File: config.mk
export PLATFORM = sky130hd
export DESIGN_NAME = wb_irq_stage
export DESIGN_NICKNAME = d
export VERILOG_FILES = /design/src/rtl/wb_irq_stage.sv
export SDC_FILE = /design/constraint.sdc
export NUM_CORES = 1
export LEC_CHECK = 0
export CAP_MARGIN = 20
export CORE_UTILIZATION = 47
export DETAILED_ROUTE_END_ITERATION = 6
export PLACE_DENSITY = 0.75
export SETUP_SLACK_MARGIN = 0.1
export SYNTH_ARGS = -nofsm -noshare
export SYNTH_HDL_FRONTEND = slang
export SYNTH_SLANG_ARGS = --single-unit
File: constraint.sdc
create_clock -name clk -period 3.7 [get_ports clk]
set_input_delay 1.11 -clock clk [delete_from_list [all_inputs] [get_ports clk]]
set_output_delay 1.11 -clock clk [all_outputs]
set_load 0.02 [all_outputs]
File: src/rtl/wb_irq_stage.sv
// RV32 write-back stage: retires MEM/WB, owns the machine CSRs, sequences traps/mret and arbitrates NUM_IRQ platform interrupts.
// rf write and irq_ack are combinational (0 cycles); flush/redirect are registered one cycle later; no backpressure, WB never stalls.
module wb_irq_stage #(
  parameter int unsigned        NUM_IRQ     = 4,
  parameter logic [NUM_IRQ-1:0] IRQ_EDGE    = {NUM_IRQ{1'b0}},
  parameter bit                 VECTORED_EN = 1'b1,
  parameter logic [31:0]        RESET_MTVEC = 32'h0
) (
  input  logic               clk,
  input  logic               rst,
  input  logic               wb_valid,
  input  logic [31:0]        wb_pc,
  input  logic [31:0]        wb_instr,
  input  logic [31:0]        wb_lsu_addr,
  input  logic [3:0]         wb_exc,
  input  logic               wb_mret,
  input  logic               wb_reg_wen,
  input  logic [4:0]         wb_reg_waddr,
  input  logic [31:0]        wb_reg_wdata,
  input  logic               csr_rd,
  input  logic [1:0]         csr_wr_op,
  input  logic [11:0]        csr_addr,
  input  logic [31:0]        csr_wdata,
  input  logic [NUM_IRQ-1:0] irq,
  output logic               rf_wen,
  output logic [4:0]         rf_waddr,
  output logic [31:0]        rf_wdata,
  output logic               flush,
  output logic [31:0]        redirect_pc,
  output logic [NUM_IRQ-1:0] irq_ack
);

  localparam logic [11:0] CSR_MSTATUS  = 12'h300;
  localparam logic [11:0] CSR_MIE      = 12'h304;
  localparam logic [11:0] CSR_MTVEC    = 12'h305;
  localparam logic [11:0] CSR_MSCRATCH = 12'h340;
  localparam logic [11:0] CSR_MEPC     = 12'h341;
  localparam logic [11:0] CSR_MCAUSE   = 12'h342;
  localparam logic [11:0] CSR_MTVAL    = 12'h343;
  localparam logic [11:0] CSR_MIP      = 12'h344;

  typedef enum logic {ST_IDLE, ST_FLUSH} state_t;
  state_t state_q, state_d;

  logic [NUM_IRQ-1:0] irq_q, edge_pend_q, mie_q;
  logic               mstatus_mie_q, mstatus_mpie_q;
  logic [31:0]        mtvec_q, mscratch_q, mepc_q, mcause_q, mtval_q, redirect_q;

  logic [NUM_IRQ-1:0] pending, irq_enabled, irq_win_oh;
  logic [4:0]         irq_idx;
  logic               int_req;
  logic               take_int, take_exc, take_mret, retire, take_trap, csr_we;
  logic [31:0]        trap_cause, trap_tval, target_pc, mtvec_base;
  logic [31:0]        csr_rdata, csr_new, mtvec_legal, mip_rd, mie_rd;

  // Edge lines only see the latched flag; level lines follow the pin directly.
  assign pending     = (IRQ_EDGE & edge_pend_q) | (~IRQ_EDGE & irq);
  assign irq_enabled = pending & mie_q;
  assign int_req     = mstatus_mie_q & (|irq_enabled);

  always_comb begin
    irq_idx    = '0;
    irq_win_oh = '0;
    for (int i = int'(NUM_IRQ) - 1; i >= 0; i--) begin
      if (irq_enabled[i]) begin
        irq_idx       = 5'(i);
        irq_win_oh    = '0;
        irq_win_oh[i] = 1'b1;
      end
    end
  end

  always_comb begin
    mip_rd = '0;
    mie_rd = '0;
    for (int i = 0; i < int'(NUM_IRQ); i++) begin
      mip_rd[16+i] = pending[i];
      mie_rd[16+i] = mie_q[i];
    end
  end

  always_comb begin
    csr_rdata = '0;
    case (csr_addr)
      CSR_MSTATUS:  csr_rdata = {19'b0, 2'b11, 3'b0, mstatus_mpie_q, 3'b0, mstatus_mie_q, 3'b0};
      CSR_MIE:      csr_rdata = mie_rd;
      CSR_MIP:      csr_rdata = mip_rd;
      CSR_MTVEC:    csr_rdata = mtvec_q;
      CSR_MSCRATCH: csr_rdata = mscratch_q;
      CSR_MEPC:     csr_rdata = mepc_q;
      CSR_MCAUSE:   csr_rdata = mcause_q;
      CSR_MTVAL:    csr_rdata = mtval_q;
      default:      csr_rdata = '0;
    endcase
  end

  always_comb begin
    case (csr_wr_op)
      2'b01:   csr_new = csr_wdata;
      2'b10:   csr_new = csr_rdata | csr_wdata;
      2'b11:   csr_new = csr_rdata & ~csr_wdata;
      default: csr_new = csr_rdata;
    endcase
    // Reserved modes (2,3) and disabled vectoring collapse to direct mode.
    mtvec_legal = {csr_new[31:2], (VECTORED_EN && csr_new[1:0] == 2'b01) ? 2'b01 : 2'b00};
  end

  always_comb begin
    trap_cause = '0;
    trap_tval  = '0;
    if (int_req) begin
      trap_cause = {1'b1, 26'b0, 5'd16 + irq_idx};
    end else if (wb_exc[0]) begin
      trap_cause = 32'd0;
      trap_tval  = wb_pc;
    end else if (wb_exc[1]) begin
      trap_cause = 32'd2;
      trap_tval  = wb_instr;
    end else if (wb_exc[2]) begin
      trap_cause = 32'd4;
      trap_tval  = wb_lsu_addr;
    end else if (wb_exc[3]) begin
      trap_cause = 32'd6;
      trap_tval  = wb_lsu_addr;
    end
  end

  assign mtvec_base = {mtvec_q[31:2], 2'b00};

  always_comb begin
    if (take_mret) begin
      target_pc = mepc_q;
    end else if (take_int && mtvec_q[1:0] == 2'b01) begin
      target_pc = mtvec_base + {25'b0, 5'd16 + irq_idx, 2'b00};
    end else begin
      target_pc = mtvec_base;
    end
  end

  always_comb begin
    state_d   = state_q;
    take_int  = 1'b0;
    take_exc  = 1'b0;
    take_mret = 1'b0;
    retire    = 1'b0;
    case (state_q)
      ST_IDLE: begin
        if (wb_valid) begin
          if (int_req) begin
            take_int = 1'b1;
          end else if (|wb_exc) begin
            take_exc = 1'b1;
          end else if (wb_mret) begin
            take_mret = 1'b1;
          end else begin
            retire = 1'b1;
          end
          if (take_int || take_exc || take_mret) begin
            state_d = ST_FLUSH;
          end
        end
      end
      ST_FLUSH: state_d = ST_IDLE;
      default:  state_d = ST_IDLE;
    endcase
    take_trap = take_int | take_exc;
    csr_we    = retire & (csr_wr_op != 2'b00);
    rf_wen    = retire & wb_reg_wen;
    rf_waddr  = wb_reg_waddr;
    rf_wdata  = csr_rd ? csr_rdata : wb_reg_wdata;
    irq_ack   = take_int ? irq_win_oh : '0;
  end

  assign flush       = (state_q == ST_FLUSH);
  assign redirect_pc = redirect_q;

  always_ff @(posedge clk or negedge rst) begin
    if (!rst) begin
      state_q    <= ST_IDLE;
      redirect_q <= '0;
    end else begin
      state_q <= state_d;
      if (state_d == ST_FLUSH) begin
        redirect_q <= target_pc;
      end
    end
  end

  // A new edge in the same cycle as its ack re-arms the line.
  always_ff @(posedge clk or negedge rst) begin
    if (!rst) begin
      irq_q       <= '0;
      edge_pend_q <= '0;
    end else begin
      irq_q       <= irq;
      edge_pend_q <= ((edge_pend_q & ~irq_ack) | (irq & ~irq_q)) & IRQ_EDGE;
    end
  end

  always_ff @(posedge clk or negedge rst) begin
    if (!rst) begin
      mstatus_mie_q  <= 1'b0;
      mstatus_mpie_q <= 1'b0;
      mie_q          <= '0;
      mtvec_q        <= RESET_MTVEC;
      mscratch_q     <= '0;
      mepc_q         <= '0;
      mcause_q       <= '0;
      mtval_q        <= '0;
    end else if (take_trap) begin
      mepc_q         <= {wb_pc[31:2], 2'b00};
      mcause_q       <= trap_cause;
      mtval_q        <= trap_tval;
      mstatus_mpie_q <= mstatus_mie_q;
      mstatus_mie_q  <= 1'b0;
    end else if (take_mret) begin
      mstatus_mie_q  <= mstatus_mpie_q;
      mstatus_mpie_q <= 1'b1;
    end else if (csr_we) begin
      case (csr_addr)
        CSR_MSTATUS: begin
          mstatus_mie_q  <= csr_new[3];
          mstatus_mpie_q <= csr_new[7];
        end
        CSR_MIE:      mie_q      <= csr_new[16 +: NUM_IRQ];
        CSR_MTVEC:    mtvec_q    <= mtvec_legal;
        CSR_MSCRATCH: mscratch_q <= csr_new;
        CSR_MEPC:     mepc_q     <= {csr_new[31:2], 2'b00};
        CSR_MCAUSE:   mcause_q   <= csr_new;
        CSR_MTVAL:    mtval_q    <= csr_new;
        default: ;
      endcase
    end
  end

endmodule

==> flow_summary.toml, run 1 <==
[layout]
antenna_cells = 0
n_fill_cell = 1710
areaGrowthSynthToFinish_pct = 52.1
layoutNonFillerInstCount = 2085
drive_gt1_frac = 0.266
post-route-util = 0.736
final_net_count = 1944
multi_input_area_mm2 = 0.00744
layout_cell_area_excl_fill_mm2 = 0.0181
sequential_cell_area_mm2 = 0.00485

[worst_setup_path]
critical-path-max-stage-delay_ns = 0.36
reg2reg_slack_ns = 0.86
critical_path_arrival_ns = 2.71
worst_ep_required_time_ns = 2.59
bufs_and_invs_on_worst_path = 7
worst_path_dominant_cell_family = "buffers and inverters"
r2r.worst_path.cells = 15
crit_path_top_delay_cell = "a222oi_1"
worst-setup-path-type = "primary input to primary output"
timing.critical_path.cells = "buf_8 -> buf_6 -> nor4bb_4 -> buf_4 -> buf_12 -> buf_8 -> a222oi_1 -> buf_4 -> o22ai_4 -> buf_6"
rr_endpoint = "redirect_pc[18]"
capture_point_of_the_worst_path = "rf_wdata[12]"
setup.worst_path.end_class = "primary output"
crit_cells = 10
timing.critical_path.from_type = "primary input"
worst_setup_path_startpoint = "csr_addr[0]"
critical_path.reg2reg.startpoint = "mie_q[2]"
critical_path.max_fanout = 7

[logic_synthesis]
synthesis.yosys.warnings = 0
ys_types = 70
synth_compound_gate_area_share = 0.269
ys_ff_latch = 194
synthTopCellsByArea = "dfrtp_1, nand2_1, o21ai_0"
synth_top_family_by_area = "compound AO/OA/AOI/OAI gates"
syn_area_per_cell_um2 = 8.54
yosys.area_share.xor_xnor = 0.0419
synth_mux_area_frac = 0.0558
synth_cells = 1394
yosysSeqAreaShare = 0.408
synth_simple_gate_area_share = 0.159
netlist_area_mm2 = 0.0119
synth-edff-count = 0
postSynth.asyncResetShare = 1.00
yosys_most_used_dff = "dfrtp_1"
cell_type_with_the_highest_aggregate_area_in_the_netlist = "dfrtp_1"
synth_fa_ha_area_frac = 0.00378
synth_top_area_share = 0.408

[global_routing]
grt_use_total = 0.371
grt_pass1_vias = 12496
gr-total-overflow = 0
grt_start_max_net_pins = 74
antenna_found_initial = 1
grt_pass1_wl_mm = 73.2

[die]
core_region_area_mm2 = 0.0246
floorplan.initialDensity = 0.484
floorplan.die_area_mm2 = 0.0260
fp.dieW_um = 161
die_y_um = 161
num_rows = 57
io_pins = 268

[timing]
setup_viol_count_final = 24
finalMaxSlewViolations = 0
worst_slew_margin_rel = 0.508
post-route-worst-setup-slack_ns = -0.125
worst_slew_pin_slew_ns = 0.739
clock_period_minus_final_worst_setup_slack_ns = 3.82
clock.fmax_mhz = 261
worst_clock_skew_ns = 0.0159
rsz0062_at_grt = "true"
setup-tns-final_ns = -1.10
hold_viol_final = 0
timing.final.crit_share = 1.03

[route]
viasPerCell = 6.31
route.antenna.remaining_nets = 0
routedWlPerCell_um = 23.9
drc = 0
routed_wl_mm = 49.8
drt_iter0_markers = 1547
detailedRoute.firstPassIterationCount = 5
dr_total_vias = 13146

[place]
gp_congestion = 0.974
io_buffers = 255
placed_cell_area_mm2 = 0.0158
dpl.cell_count = 1985
detailed_place_hpwl_mm = 33.5

[power_and_ir_drop]
power.static_leakage_nw = 7.65
irDropWorstVdd_mv = 0.258
power_per_cell_area_mw_per_mm2 = 316

[cts]
cts_tree = "done"
number_of_h_tree_branching_levels = 4
clk_path_buf_depth = 2
clkSinkCount = 194
cts-hold-fix-buffers = 0
worstSkewPairLatency_ns = 0.45
clock_tree.root_cell = "clkbuf_16"
clkTransAtPathRegs_ns = 0.08
number_of_buffers_inserted_during_clock_tree_synthesis = 17

[run]
timing.max_cap.violations = 0

[worst_hold_path]
hp-start = "redirect_pc[14]"
holdCritPathClass = "flip-flop to flip-flop"

[status]
failed_checks = "negative setup slack"
outcome = "finished with violations"
worst min-delay path: cells and delay by family, from the launching register on:
kind | cells | cell delay, ns
compound gates | 1 | 0.06
simple gates | 1 | 0.04
flops | 1 | 0.35
worst min-delay path by stage:
stage	slack, ns	to	cells past startpoint
after floorplan	0.45	mscratch_q[1]	2
after global placement	0.46	mscratch_q[1]	2
after detailed placement	0.47	mscratch_q[1]	2
after CTS	0.48	mscratch_q[1]	2
after global routing	0.52	redirect_pc[14]	2
final	0.48	redirect_pc[14]	2
power breakdown:
| part | switching [mW] | internal [mW] | total, mW |
|---|---|---|---|
| logic | 0.762 | 0.666 | 1.43 |
| registers | 0.114 | 2.25 | 2.36 |
| clock network | 0.998 | 0.925 | 1.92 |
timing repair:
| item | 4_1_cts | 5_1_grt |
|---|---|---|
| pin swaps | 42 | 30 |
| endpoints found under the setup margin | 45 | 49 |
| buffers inserted | 40 | 21 |
| gates resized for setup | 416 | 59 |
| endpoints found under the hold margin | 0 | 0 |
| gates cloned | 7 | 1 |
cells by family (layout without fill, tap and decap cells):
group / Yosys count / count (layout)
xor+xnor: 57 / 57
fa+ha+maj: 3 / 3
simple gates: 423 / 423
other cells: 1 / 2
buf+inv: 165 / 531
flops: 194 / 194
compound gates: 486 / 486
mux: 65 / 65
per-stage QoR:
| step | worst slack, ns | hold WS [ns] | total power, mW |
|---|---|---|---|
| global placement | -0.881 | 0.465 | 3.62 |
| detailed placement | -0.893 | 0.470 | 3.65 |
| finish | -0.125 | 0.479 | 5.71 |
| floorplan | 0.105 | 0.448 | 2.96 |
| CTS | -0.0584 | 0.482 | 5.61 |
| global route | -0.157 | 0.519 | 5.88 |
registers in the layout (all words and copies together) (netlist names):
name            flops
redirect_pc        30
mscratch_q         32
mepc_q             30
mcause_q           32
flush               1
mtvec_q            31
mie_q               4
mstatus_mie_q       1
mtval_q            32
mstatus_mpie_q      1
metal layers:
metal | GRT usage | vias to the layer above | share of wire
met4 | 0.137 | 0 | 0.036
met3 | 0.123 | 147 | 0.12
met1 | 0.502 | 6370 | 0.40
met2 | 0.553 | 887 | 0.45
li1 | - | 5742 | -
met5 | 0 | - | 0
cells in the mapped netlist (9+ instances only):
cell,count
a21oi_1,58
a22o_1,14
nand2_1,233
mux2_2,11
buf_6,9
a2bb2oi_1,13
inv_1,37
buf_2,13
a211oi_2,19
o211ai_1,29
o21ai_0,150
a221oi_1,13
nor3_1,15
nand3_1,47
xor2_1,18
o22ai_1,34
a211oi_1,16
xnor2_1,39
dfrtp_1,194
o2bb2ai_1,14
buf_4,13
mux2i_1,54
nor2_1,68
a22oi_1,47
o21ai_1,33
clkbuf_1,89
a21o_1,18
final cells by class:
type                    instances  area share
clock buffers                  17      0.0235
clock inverters                15     0.00988
inverters                      37     0.00767
multi-input cells            1036       0.411
flip-flops and latches        194       0.268
well taps                     324      0.0224
repair buffers                462       0.258
cell usage in the layout (no fill, tap or decap), drive strengths merged, types with 4 or more instances in the layout:
cell,n
buf,255
nand2,233
clkdlybuf4s50,195
dfrtp,194
o21ai,183
nor2,69
a21oi,58
mux2i,54
nand3,48
a22oi,47
inv,45
xnor2,39
a211oi,35
o22ai,34
o211ai,30
clkbuf,20
a21o,18
xor2,18
nor3,16
a22o,14
o2bb2ai,14
a2bb2oi,13
a221oi,13
mux2,11
nand4,7
and2,6
nor4,6
clkinv,6
nor2b,5
and4,5
nand2b,4
and3,4
clkdlybuf4s15,4
dlygate4sd2,4
nor3b,4
o32ai,4
or4,4
No activity file was read; power rests on OpenSTA's default activity.
==> run 2, diff against run 1 <==
- CORE_ASPECT_RATIO: default -> 1.5
- SETUP_SLACK_MARGIN: 0.1 -> 0.15
==> run 2 against run 1 <==
  * The run still ends with negative setup slack left
  * Die area barely moved
  * Final area fell by 4.0%
  * Largest power group unchanged
  * Non-clock buffer count fell by 19
  * Largest cell class unchanged
==> flow_summary.toml, run 2 (synthesized netlist as in run 1, its figures left out) <==
[route]
routedWlPerCell_um = 23.3
routed_wl_mm = 48.1
drt_iter0_markers = 968
route.antenna.remaining_nets = 0
drc = 0
viasPerCell = 6.12
detailedRoute.firstPassIterationCount = 6
dr_total_vias = 12660

[cts]
cts_tree = "done"
clk_path_buf_depth = 2
clkSinkCount = 194
worstSkewPairLatency_ns = 0.44
cts-hold-fix-buffers = 0
number_of_buffers_inserted_during_clock_tree_synthesis = 17
number_of_h_tree_branching_levels = 4
clkTransAtPathRegs_ns = 0.08
clock_tree.root_cell = "clkbuf_16"

[worst_setup_path]
critical_path_arrival_ns = 2.68
worst-setup-path-type = "primary input to primary output"
timing.critical_path.from_type = "primary input"
reg2reg_slack_ns = 0.71
worst_ep_required_time_ns = 2.59
timing.critical_path.cells = "buf_6 -> buf_6 -> buf_6 -> nor4bb_4 -> buf_4 -> o2bb2ai_2 -> a221oi_2 -> buf_4 -> o22ai_4 -> buf_6"
worst_path_dominant_cell_family = "buffers and inverters"
most_frequent_cell_on_the_critical_path = "buf_6"
critical-path-max-stage-delay_ns = 0.39
setup.worst_path.end_class = "primary output"
critical_path.max_fanout = 6
crit_path_top_delay_cell = "nor4bb_4"
crit_cells = 10
bufs_and_invs_on_worst_path = 6
r2r.worst_path.cells = 13

[place]
detailed_place_hpwl_mm = 35.7
io_buffers = 255
dpl.cell_count = 2017
gp_congestion = 0.928
dp_worst_setup_slack_ns = -0.970

[global_routing]
grt_use_total = 0.373
gr-total-overflow = 0
antenna_found_initial = 0
grt_start_max_net_pins = 72
grt_pass1_wl_mm = 72.6
grt_pass1_vias = 12722

[layout]
final_cell_mix = "nand2_1, clkdlybuf4s50_1, dfrtp_1, buf_4, o21ai_0"
n_fill_cell = 1964
layoutNonFillerInstCount = 2069
areaGrowthSynthToFinish_pct = 46.0
drive_gt1_frac = 0.248
sequential_cell_area_mm2 = 0.00485
final_net_count = 1925
mostFrequentLayoutCell = "nand2_1"
top_regs = "mcause_q (32), mscratch_q (32), mtval_q (32)"
antenna_cells = 0
multi_input_area_mm2 = 0.00712

[power_and_ir_drop]
post-layout-total-power_mw = 5.74
power.static_leakage_nw = 7.33
irDropWorstVdd_mv = 0.346
power_per_cell_area_mw_per_mm2 = 330

[die]
num_rows = 71
io_pins = 268
floorplan.die_area_mm2 = 0.0260
floorplan.initialDensity = 0.477
core_region_area_mm2 = 0.0250
die_y_um = 197
fp.dieW_um = 132

[timing]
rsz0062_at_grt = "true"
setup_viol_count_final = 14
hold_viol_final = 0
worst_slew_margin_rel = 0.516
timing.final.crit_share = 1.03
clock.fmax_mhz = 264
finalMaxSlewViolations = 0
holdWs_ns = 0.487
worst_clock_skew_ns = 0.0152
worst_slew_pin_slew_ns = 0.726
post-route-worst-setup-slack_ns = -0.0935
setup-tns-final_ns = -0.801
clock_period_minus_final_worst_setup_slack_ns = 3.79

[status]
outcome = "finished with violations"
failed_checks = "negative setup slack"

[worst_hold_path]
timing.hold.worst_path_depth = 2
holdCritPathClass = "flip-flop to flip-flop"

[run]
timing.max_cap.violations = 0
[run 2: changes by cell type in the layout (fill, tap and decap cells not counted), sizes merged, moves of 2 or more]
cell,previous run,this run
bufinv,0,3
dlygate4sd2,4,6
buf,255,238
clkdlybuf4s15,4,2
clkinv,6,1
[run 2: worst paths after layout]
check / end / from
worst max register to register: redirect_pc[20] / mie_q[2]
worst min register to register: redirect_pc[8] / redirect_pc[8]
worst max-delay path: rf_wdata[14] / csr_addr[0]
min in group asynchronous: mtval_q[4] / rst
max in group asynchronous: mtvec_q[16] / rst
worst min-delay path: redirect_pc[8] / redirect_pc[8]
[run 2: metal layers]
layer,part of all wire,track usage,vias up
li1,-,-,5698
met1,0.33,0.384,6184
met2,0.52,0.665,554
met3,0.041,0.0355,224
met4,0.10,0.350,0
met5,0,0,-
[run 2: report_power, final]
group / leakage (nW) / total (mW) / internal, mW / switching (mW)
clock: 0.309 / 1.99 / 1.11 / 0.883
sequential: 2.57 / 2.36 / 2.25 / 0.107
combinational: 4.46 / 1.39 / 0.658 / 0.736
total: 7.33 / 5.74 / 4.02 / 1.73
[run 2: tightest hold or removal path, stage by stage (launching register included)]
cell and delay [ns]:
dfrtp_1 0.35, nand2_1 0.05, o21ai_0 0.06
[run 2: through the flow]
stage | area (µm²) | util
global route | 17400 | 0.697
detailed placement | 16000 | 0.642
floorplan | 12200 | -
global placement | 16000 | 0.642
finish | 17400 | 0.697
CTS | 17200 | 0.689
[run 2: layout make-up]
| cell class | instances | area share |
|---|---|---|
| Sequential cell | 194 | 0.279 |
| Tap cell | 328 | 0.0236 |
| Inverter | 37 | 0.00799 |
| Clock inverter | 13 | 0.0106 |
| Multi-Input combinational cell | 1036 | 0.410 |
| Timing Repair Buffer | 443 | 0.244 |
| Clock buffer | 18 | 0.0253 |
[run 2: repair_timing]
| item | 4_1_cts | 5_1_grt |
|---|---|---|
| gates resized for setup | 359 | 48 |
| endpoints found under the setup margin | 53 | 47 |
| pin swaps | 33 | 11 |
| buffers inserted | 14 | 2 |
| gates cloned | 5 | 0 |
==> run 3, diff against run 2 <==
- CTS_CLUSTER_SIZE: default -> 40
==> results of run 3 <==
Final layout, timing and power as in run 2 (identical DEF).
